**src/rtl/urv_imem_pkg.sv**
```systemverilog
// urv_imem_pkg: shared definitions for the uRV instruction-memory responder.
// Holds the FSM state encoding, line geometry helpers and the line-base helper.
package urv_imem_pkg;

    // Responder FSM states (legacy-compatible constant encoding).
    localparam logic [1:0] S_IDLE = 2'd0;
    localparam logic [1:0] S_FILL = 2'd1;
    localparam logic [1:0] S_DONE = 2'd2;

    // Widest byte address the line-base helper can handle.
    localparam int MAX_ADDR_W = 64;

    // Word-offset width inside a line (LINE_WORDS is a power of two).
    function automatic int offset_w(input int line_words);
        return $clog2(line_words);
    endfunction

    // Tag width: everything above the word offset and the two byte-lane bits.
    function automatic int tag_w(input int addr_w, input int line_words);
        return addr_w - $clog2(line_words) - 2;
    endfunction

    // Byte address of the first word of the line containing addr.
    function automatic logic [MAX_ADDR_W-1:0] line_base(input logic [MAX_ADDR_W-1:0] addr,
                                                        input int line_words);
        logic [MAX_ADDR_W-1:0] line_bytes;
        line_bytes = MAX_ADDR_W'(line_words) << 2;
        return addr & ~(line_bytes - MAX_ADDR_W'(1));
    endfunction

endpackage

```
**src/rtl/urv_imem_line_buf.sv**
```systemverilog
// urv_imem_line_buf: the single instruction line of the responder.
// LINE_WORDS x 32 storage with one synchronous write port (refill) and one
// combinational read port (lookup), plus the line tag and valid bit.
module urv_imem_line_buf
    import urv_imem_pkg::*;
#(
    parameter int LINE_WORDS = 4,
    parameter int TAG_W      = 28
) (
    input  logic                            clk_i,
    input  logic                            rst_i,
    input  logic                            we,
    input  logic [offset_w(LINE_WORDS)-1:0] wr_offset,
    input  logic [31:0]                     wr_data,
    input  logic [offset_w(LINE_WORDS)-1:0] rd_offset,
    output logic [31:0]                     rd_data,
    input  logic                            tag_we,
    input  logic [TAG_W-1:0]                tag_d,
    output logic [TAG_W-1:0]                tag,
    input  logic                            valid_we,
    input  logic                            valid_d,
    output logic                            valid
);

    logic [31:0] words [LINE_WORDS];

    // Refill writes land in the word array one word per backing-bus ack.
    // NOTE: the array has no reset; the valid bit alone says whether its contents mean anything, so it can map onto plain storage.
    // NOTE: sequential state is always assigned with <= so every flop samples the pre-edge values regardless of statement order.
    always_ff @(posedge clk_i) begin
        if (we) begin
            words[wr_offset] <= wr_data;
        end
    end

    assign rd_data = words[rd_offset];

    // Tag and valid bit; reset drops valid so a partial or stale line never hits.
    always_ff @(posedge clk_i or posedge rst_i) begin
        if (rst_i) begin
            tag   <= '0;
            valid <= 1'b0;
        end else begin
            if (tag_we) begin
                tag <= tag_d;
            end
            if (valid_we) begin
                valid <= valid_d;
            end
        end
    end

endmodule

```
**src/rtl/urv_imem_responder.sv**
```systemverilog
// urv_imem_responder: fetch-side instruction-memory responder for uRV.
// A one-line instruction buffer answers hits one cycle after the address is
// sampled; misses refill the whole line over a word-wide req/ack backing bus.
// Optional feature macro: URV_IMEM_CRITICAL_WORD_FIRST_EN -- fill starts at the
// missed word and that word is returned as soon as it arrives.
module urv_imem_responder
    import urv_imem_pkg::*;
#(
    parameter int LINE_WORDS = 4,
    parameter int ADDR_W     = 32
) (
    input  logic              clk_i,
    input  logic              rst_i,
    input  logic [ADDR_W-1:0] im_addr_i,
    output logic [31:0]       im_data_o,
    output logic              im_valid_o,
    input  logic              inv_i,
    output logic              busy_o,
    output logic              mem_req_o,
    output logic [ADDR_W-1:0] mem_addr_o,
    input  logic [31:0]       mem_data_i,
    input  logic              mem_ack_i
);

    localparam int OFFSET_W = offset_w(LINE_WORDS);
    localparam int TAG_W    = tag_w(ADDR_W, LINE_WORDS);
    localparam int TAG_LSB  = OFFSET_W + 2;
    localparam logic [OFFSET_W-1:0] LAST_WORD = OFFSET_W'(LINE_WORDS - 1);

    logic [1:0]          state;
    logic [OFFSET_W-1:0] count;
    logic                pending_inv;

    // Lookup fields of the requested address.
    logic [TAG_W-1:0]    req_tag;
    logic [OFFSET_W-1:0] req_offset;
    assign req_tag    = im_addr_i[ADDR_W-1:TAG_LSB];
    assign req_offset = im_addr_i[TAG_LSB-1:2];

    // Byte-lane bits carry no meaning for word fetches; fold them into a sink.
    logic unused_addr_lanes;
    assign unused_addr_lanes = ^im_addr_i[1:0];

    // Current position of the refill inside the line; the tag part never changes.
    logic [OFFSET_W-1:0] fill_offset;
    logic [OFFSET_W-1:0] next_offset;
    assign fill_offset = mem_addr_o[TAG_LSB-1:2];
    assign next_offset = fill_offset + OFFSET_W'(1);

    // Line buffer interface.
    logic [31:0]      rd_data;
    logic [TAG_W-1:0] line_tag;
    logic             line_valid;
    logic             buf_we;
    logic             tag_we;
    logic             valid_we;
    logic             valid_d;

    urv_imem_line_buf #(
        .LINE_WORDS (LINE_WORDS),
        .TAG_W      (TAG_W)
    ) u_line_buf (
        .clk_i     (clk_i),
        .rst_i     (rst_i),
        .we        (buf_we),
        .wr_offset (fill_offset),
        .wr_data   (mem_data_i),
        .rd_offset (req_offset),
        .rd_data   (rd_data),
        .tag_we    (tag_we),
        .tag_d     (req_tag),
        .tag       (line_tag),
        .valid_we  (valid_we),
        .valid_d   (valid_d),
        .valid     (line_valid)
    );

    // A hit is only possible while idle; during a refill nothing is looked up.
    logic hit;
    assign hit = line_valid && (line_tag == req_tag) && (state == S_IDLE);

    assign busy_o = (state != S_IDLE);

    // First backing-bus address of a refill triggered by the current request.
    logic [ADDR_W-1:0] first_fill_addr;
`ifdef URV_IMEM_CRITICAL_WORD_FIRST_EN
    assign first_fill_addr = {im_addr_i[ADDR_W-1:2], 2'b00};

    // Word address of the request that caused the current refill.
    logic [ADDR_W-3:0] miss_word;
`else
    assign first_fill_addr = ADDR_W'(line_base(MAX_ADDR_W'(im_addr_i), LINE_WORDS));
`endif

    // Line-buffer write, tag and valid controls derived from the FSM state.
    // NOTE: every output gets a default at the top so no path leaves one unassigned and no latch is inferred.
    always_comb begin
        buf_we   = 1'b0;
        tag_we   = 1'b0;
        valid_we = 1'b0;
        valid_d  = 1'b0;
        case (state)
            S_IDLE: begin
                if (inv_i) begin
                    valid_we = 1'b1;
                end else if (!hit) begin
                    // Miss: claim the line for the new tag and drop it until refilled.
                    tag_we   = 1'b1;
                    valid_we = 1'b1;
                end
            end
            S_FILL: begin
                buf_we = mem_ack_i;
            end
            S_DONE: begin
                // An invalidate seen at any point of the refill keeps the line dead.
                valid_we = 1'b1;
                valid_d  = !(pending_inv || inv_i);
            end
            default: begin
            end
        endcase
    end

    // Responder FSM: lookup/response in S_IDLE, req/ack refill in S_FILL, commit in S_DONE.
    always_ff @(posedge clk_i or posedge rst_i) begin
        if (rst_i) begin
            state       <= S_IDLE;
            count       <= '0;
            pending_inv <= 1'b0;
            im_data_o   <= '0;
            im_valid_o  <= 1'b0;
            mem_req_o   <= 1'b0;
            mem_addr_o  <= '0;
`ifdef URV_IMEM_CRITICAL_WORD_FIRST_EN
            miss_word   <= '0;
`endif
        end else begin
            case (state)
                S_IDLE: begin
                    if (inv_i) begin
                        // Invalidate wins over a hit on the same edge.
                        im_valid_o <= 1'b0;
                    end else if (hit) begin
                        im_data_o  <= rd_data;
                        im_valid_o <= 1'b1;
                    end else begin
                        im_valid_o <= 1'b0;
                        state      <= S_FILL;
                        mem_req_o  <= 1'b1;
                        mem_addr_o <= first_fill_addr;
                        count      <= '0;
`ifdef URV_IMEM_CRITICAL_WORD_FIRST_EN
                        miss_word  <= im_addr_i[ADDR_W-1:2];
`endif
                    end
                end

                S_FILL: begin
                    im_valid_o <= 1'b0;
                    if (inv_i) begin
                        pending_inv <= 1'b1;
                    end
                    if (mem_ack_i) begin
                        // Offset wraps inside the line; the tag bits are never incremented.
                        mem_addr_o <= {mem_addr_o[ADDR_W-1:TAG_LSB], next_offset, 2'b00};
                        count      <= count + OFFSET_W'(1);
`ifdef URV_IMEM_CRITICAL_WORD_FIRST_EN
                        // The first word fetched is the missed one; forward it if fetch still wants it.
                        if ((count == '0) && (im_addr_i[ADDR_W-1:2] == miss_word)) begin
                            im_data_o  <= mem_data_i;
                            im_valid_o <= 1'b1;
                        end
`endif
                        if (count == LAST_WORD) begin
                            mem_req_o <= 1'b0;
                            state     <= S_DONE;
                        end
                    end
                end

                S_DONE: begin
                    im_valid_o  <= 1'b0;
                    pending_inv <= 1'b0;
                    state       <= S_IDLE;
                end

                default: begin
                    state <= S_IDLE;
                end
            endcase
        end
    end

endmodule

```
**config.mk**
```make
export PLATFORM = sky130hd
export DESIGN_NAME = urv_imem_responder
export DESIGN_NICKNAME = d
export VERILOG_FILES = /design/src/rtl/urv_imem_pkg.sv /design/src/rtl/urv_imem_line_buf.sv /design/src/rtl/urv_imem_responder.sv
export SDC_FILE = /design/constraint.sdc
export NUM_CORES = 1
export LEC_CHECK = 0
export CORE_MARGIN = 2
export CORE_UTILIZATION = 23
export DETAILED_ROUTE_END_ITERATION = 6
export GPL_TIMING_DRIVEN = 0
export PLACE_DENSITY_LB_ADDON = 0.2
export SETUP_SLACK_MARGIN = 0.1
export SLEW_MARGIN = 20
export SYNTH_ARGS = -nofsm -noshare
export SYNTH_HDL_FRONTEND = slang
export SYNTH_SLANG_ARGS = --single-unit
```
**constraint.sdc**
```tcl
create_clock -name clk_i -period 7.93 [get_ports clk_i]
set_input_delay 0.793 -clock clk_i [delete_from_list [all_inputs] [get_ports clk_i]]
set_output_delay 0.793 -clock clk_i [all_outputs]
set_load 0.05 [all_outputs]
```
; ---- Word level (Yosys, flattened, before mapping)
; Memory sizes are Yosys's and may differ from the RTL's. A register that Yosys moved wholly into a read port is not among the register bits.
; Index checks and enable logic that the tools add are counted.
[op_classes]
n_mux = 32
add_sub_neg = 2
n_reduce_logical = 16
eq_ne = 9
bitwise_logic = 3
[ops]
columns = cell, n
row1 = $mux 32, 2
row2 = $pmux 32 s2, 1
row3 = $eq 28x28->1, 1
row4 = $mux 1, 15
row5 = $mux 2, 7
row6 = $reduce_and 4->1, 3
row7 = $ne 2x2->1 const B, 5
row8 = $pmux 1 s2, 4
row9 = $pmux 2 s2, 2
row10 = $reduce_bool 2->1, 4
row11 = $reduce_and 5->1, 1
row12 = $add 2x1->2 const B, 2
row13 = $eq 2x2->1 const B, 2
row14 = $mux 4, 1
row15 = $not 1->1, 3
row16 = $reduce_and 3->1, 1
row17 = $eq 2x1->1 const B, 1
row18 = $logic_and 1x1->1, 2
row19 = $logic_not 2->1, 1
row20 = $reduce_and 2->1, 1
row21 = $reduce_or 2->1, 1
row22 = $logic_not 1->1, 1
row23 = $logic_or 1x1->1, 1
[totals]
memories = 1
output_inout_bits = 67
elab_cells = 72
register_bits = 68
mem_bits_rw = 128
input_bits = 68
[memory_table]
columns = memory, words, word_bits, read_ports, rd_clocked_by_memory_dff, wr, line
row1 = u_line_buf.words, 4, 32, 1, 1, 1, urv_imem_line_buf.sv:25  ; logic [31:0] words [LINE_WORDS];

; ---- Longest topological paths before layout
[depth]
ltp_word = 6
depth_mapped = 9
depth_no_buf = 8

; ---- Cells and area by module
; A second synthesis with hierarchy kept.
[hier_totals]
hier_cells = 483
hier_area_um2 = 8989.9
[modules_own_cells]
columns = module, n_inst, area_per_inst_um2, seq_area_each_um2, cells_each
row1 = urv_imem_line_buf, 1, 5760.5, 4569.4, 233
row2 = urv_imem_responder, 1, 3229.3, 1726.7, 250

; ---- Worst setup path before layout
; No wires, ideal clock.
[synth_path]
path_kind = input to register
start = input port im_addr_i[29]
end = register u_line_buf.tag[0]
stages = 8
slack_ns = 5.179
setup_ns = 0.125
n_path_buf = 2
required_ns = 7.805
arrival_time_ns = 2.626
cell_sequence = xor2_1 or4_1 nor3_2 nand4_4 nand3b_2 buf_6 buf_12 mux2_4
[synth_between]
elab_chain_len = 6
[synth_rtl]
columns = item, line
row1 = "start, declared", urv_imem_responder.sv:14  ; input logic [ADDR_W-1:0] im_addr_i,
row2 = $eq 28x28->1, urv_imem_responder.sv:80  ; assign hit = line_valid && (line_tag == req_tag) && (state == S_IDLE);
row3 = $logic_and 1x1->1 (2 in series), urv_imem_responder.sv:80
row4 = $mux 1, urv_imem_responder.sv:106  ; end else if (!hit) begin
row5 = $mux 1, urv_imem_responder.sv:104  ; if (inv_i) begin
row6 = $mux 1, urv_imem_responder.sv:102  ; case (state)
row7 = "end signal, assigned", urv_imem_line_buf.sv:45  ; tag <= tag_d;
row8 = "end, declared", urv_imem_line_buf.sv:19  ; output logic [TAG_W-1:0] tag,
; No other way between the ends.
; A chain may end at the register's enable or synchronous reset.

; ---- Final worst setup path
[layout_path]
start = input port im_addr_i[14]
end = register im_data_o[0] (read register of u_line_buf.words)
[layout_between]
elab_chain_len = 4
[layout_rtl]
columns = item, line
row1 = $eq 28x28->1, urv_imem_responder.sv:80
row2 = $logic_and 1x1->1 (2 in series), urv_imem_responder.sv:80
row3 = $reduce_and 3->1 (no source line), --
row4 = "end, declared", urv_imem_responder.sv:15  ; output logic [31:0] im_data_o,
; No other way between the ends.

==> results.toml <==
[status]
status = "finished clean"

[sta]
fmax_ghz = 0.298
period_needed_ns = 3.35
relSlewSlack_pct = 33.4
setup_viol = 0
finClkSkew_ns = 0.0192
rsz0062_at_grt = "no"
slew_viol_final = 0
fin_crit_sh_pct = 42.3
hold_viol = 0
fin_hold_ws_ns = 0.497
setup_tns_ns = 0
worst-slew-pin-transition_ns = 0.999

[logic_synthesis]
synth_top_cell_area_share_pct = 42.9
synth_cell_types = 39
synth-simple-area-share_pct = 2.39
synthMuxAreaShare_pct = 20.4
synth_compound_gate_area_share_pct = 0.935
synthTopCellsByArea = "edfxtp_1, dfrtp_1, mux2_2"
syn_area_per_cell_um2 = 19.5
synth.largest_area_cell = "edfxtp_1"
ys_ff_latch = 226
synthAdderAreaFrac_pct = 1.26
synthXorXnorAreaFrac_pct = 2.74
ys_warn_count = 0
seq_area_frac_synth_pct = 70.2
synth_top_family_by_area = "multiplexers"
synth-edff-count = 128
synth_area_um2 = 8960
synth_top_flop_cell = "edfxtp_1"
synth_cells = 460
async_reset_ff_share_pct = 43.4

[layout]
fillers = 3797
final-seq-area_um2 = 6300
nets = 701
multi_input_area_um2 = 2490
drive_above_1_share_pct = 29.9
layout_common_cells = "clkdlybuf4s50_1, edfxtp_1, dfrtp_1"
area_growth_pct = 33.3
final_common_cell = "clkdlybuf4s50_1"
fin_util_pct = 31.0

[route]
first_pass_iters = 4
drtIter0Drc = 151
wirelength_mm = 21.0
vias = 4704
drc_errors = 0
wl_per_cell_um = 18.1
drtAntennaViolNets = 0
vias_per_cell = 4.04

[cts]
clkSinkCount = 226
h-tree-depth = 1
cts_resized = 0
cts-root-buf = "clkbuf_16"
cts_setup_buffers = 0
clk_pin_slew_worst_paths_ns = 0.06
clk_path_buf_depth = 3
hold_buffers = 0
clock_latency_ns = 0.55
cts_buffers = 27
cts_tree = "yes"

[floorplan]
start_util_pct = 23.3
die_area_um2 = 40600
die_w_um = 201
rows = 72
fp.coreArea_um2 = 38600
ioPinCount = 135
die_y_um = 201

[placed_design]
numPortBuffers = 129
place_hpwl_mm = 13.9
gp_congestion = 0.693

[setup_path]
crit_path_end_kind = "flip-flop"
worstPathMaxFanout = 10
cp.required_ns = 8.37
crit_type = "input port to flip-flop"
startpoint_type = "input port"
cp.arrival_ns = 3.79

[pwr]
power_density_nw_per_um2 = 341
p_sw_mw = 1.28
seq_power_share_pct = 39.8
pwr-share-comb_pct = 29.3
clockPowerShare_pct = 30.9
worst_ir_drop_vdd_v = 0.000175
p_sw_share_pct = 31.4
p_leak_nw = 4.49
internal_power_mw = 2.80

[run]
cap_violations = 0

[global_routing]
grt_max_degree = 72
gr-usage-all-layers_pct = 10.3
grt_overflow = 0
antenna_found_initial = 2
grt_pass1_vias = 5288
grt_pass1_wl_mm = 31.9

[min_path]
hold_class = "flip-flop to flip-flop"
==> power by group through the flow <==
| stage | Combinational [mW] | Sequential [mW] | Clock (mW) |
|---|---|---|---|
| 5_1_grt | 1.28 | 1.65 | 1.35 |
| 2_1_floorplan | 0.557 | 1.90 | 0 |
| 6_report | 1.20 | 1.62 | 1.26 |
| 3_3_place_gp | 1.17 | 1.64 | 0 |
| 3_5_place_dp | 1.21 | 1.65 | 0 |
| 4_1_cts | 1.22 | 1.63 | 1.31 |
==> state kept, by name, indices dropped and copies added, names as in the netlist <==
name and flops:
u_line_buf.words 128, im_data_o 32, mem_addr_o 30, u_line_buf.tag 28, count 2, state 2
im_valid_o 1, mem_req_o 1, pending_inv 1, u_line_buf.valid 1
==> worst max-delay path, stage by stage <==
cell             delay (ns)
clkdlybuf4s50_1        0.56
xnor2_1                0.15
nand4_1                0.16
nor4_1                 0.63
nor3b_2                0.76
buf_4                  0.36
mux2_2                 0.36
==> cell usage after synthesis, types with 3 or more instances <==
library cell and count:
inv_1 11, mux2_2 68, nand4_1 5, xor2_1 13, buf_1 3, ha_1 9, nor2_1 3, buf_4 5
edfxtp_1 128, nor4_1 6, clkbuf_1 5, o21ai_0 3, mux2i_1 4, and3_1 4, mux2_4 20, buf_6 3
dfrtp_1 98, mux4_2 32, xnor2_1 15
==> cell type report <==
type,instances,share of cell area [%]
Sequential cell,226,52.7
Multi-Input combinational cell,206,20.9
Timing Repair Buffer,134,11.7
Clock buffer,34,6.21
Tap cell,518,5.42
Clock inverter,16,1.48
Buffer,18,1.19
Inverter,11,0.387
Antenna cell,2,0.0419
==> path summary, 6_finish.rpt <==
path                            slack (ns)              start             to  depth (start not counted)
worst max-delay path                  4.58      im_addr_i[14]   im_data_o[0]                          7
worst min-delay path                  0.50           count[0]       count[0]                          1
worst max register to register        4.97  u_line_buf.tag[1]   im_data_o[0]                          6
worst min register to register        0.50           count[0]       count[0]                          1
max in group asynchronous             6.63              rst_i  im_data_o[21]                          3
min in group asynchronous             0.60              rst_i  im_data_o[29]                          2
==> metrics by stage <==
stage | std cells | area [um2] | setup WS (ns) | power, mW
after floorplan | 461 | 8970 | 4.57 | 2.46
after global placement | 1108 | 10900 | 2.54 | 2.81
after detailed placement | 1113 | 11000 | 3.98 | 2.86
after CTS | 1163 | 11900 | 4.56 | 4.16
after global routing | 1163 | 11900 | 4.35 | 4.28
final | 1165 | 12000 | 4.58 | 4.08
==> cells by family after synthesis <==
logic type                 count (synthesis)
muxes                                    124
buffers and inverters                     29
and+or+nand+nor                           31
DFF                                      226
xor gates and xnor gates                  28
adders and majority gates                  9
other                                      1
AOI/OAI and AO/OA                         12
==> per-layer routing <==
metal / part of all wire, % / track usage (%) / vias up
met3: 7.0 / 3.40 / 32
met4: 1.9 / 2.34 / 0
met5: 0 / 0 / -
li1: - / - / 2111
met2: 51 / 18.3 / 155
met1: 40 / 12.0 / 2406
Power figures use the tool's default switching activity.
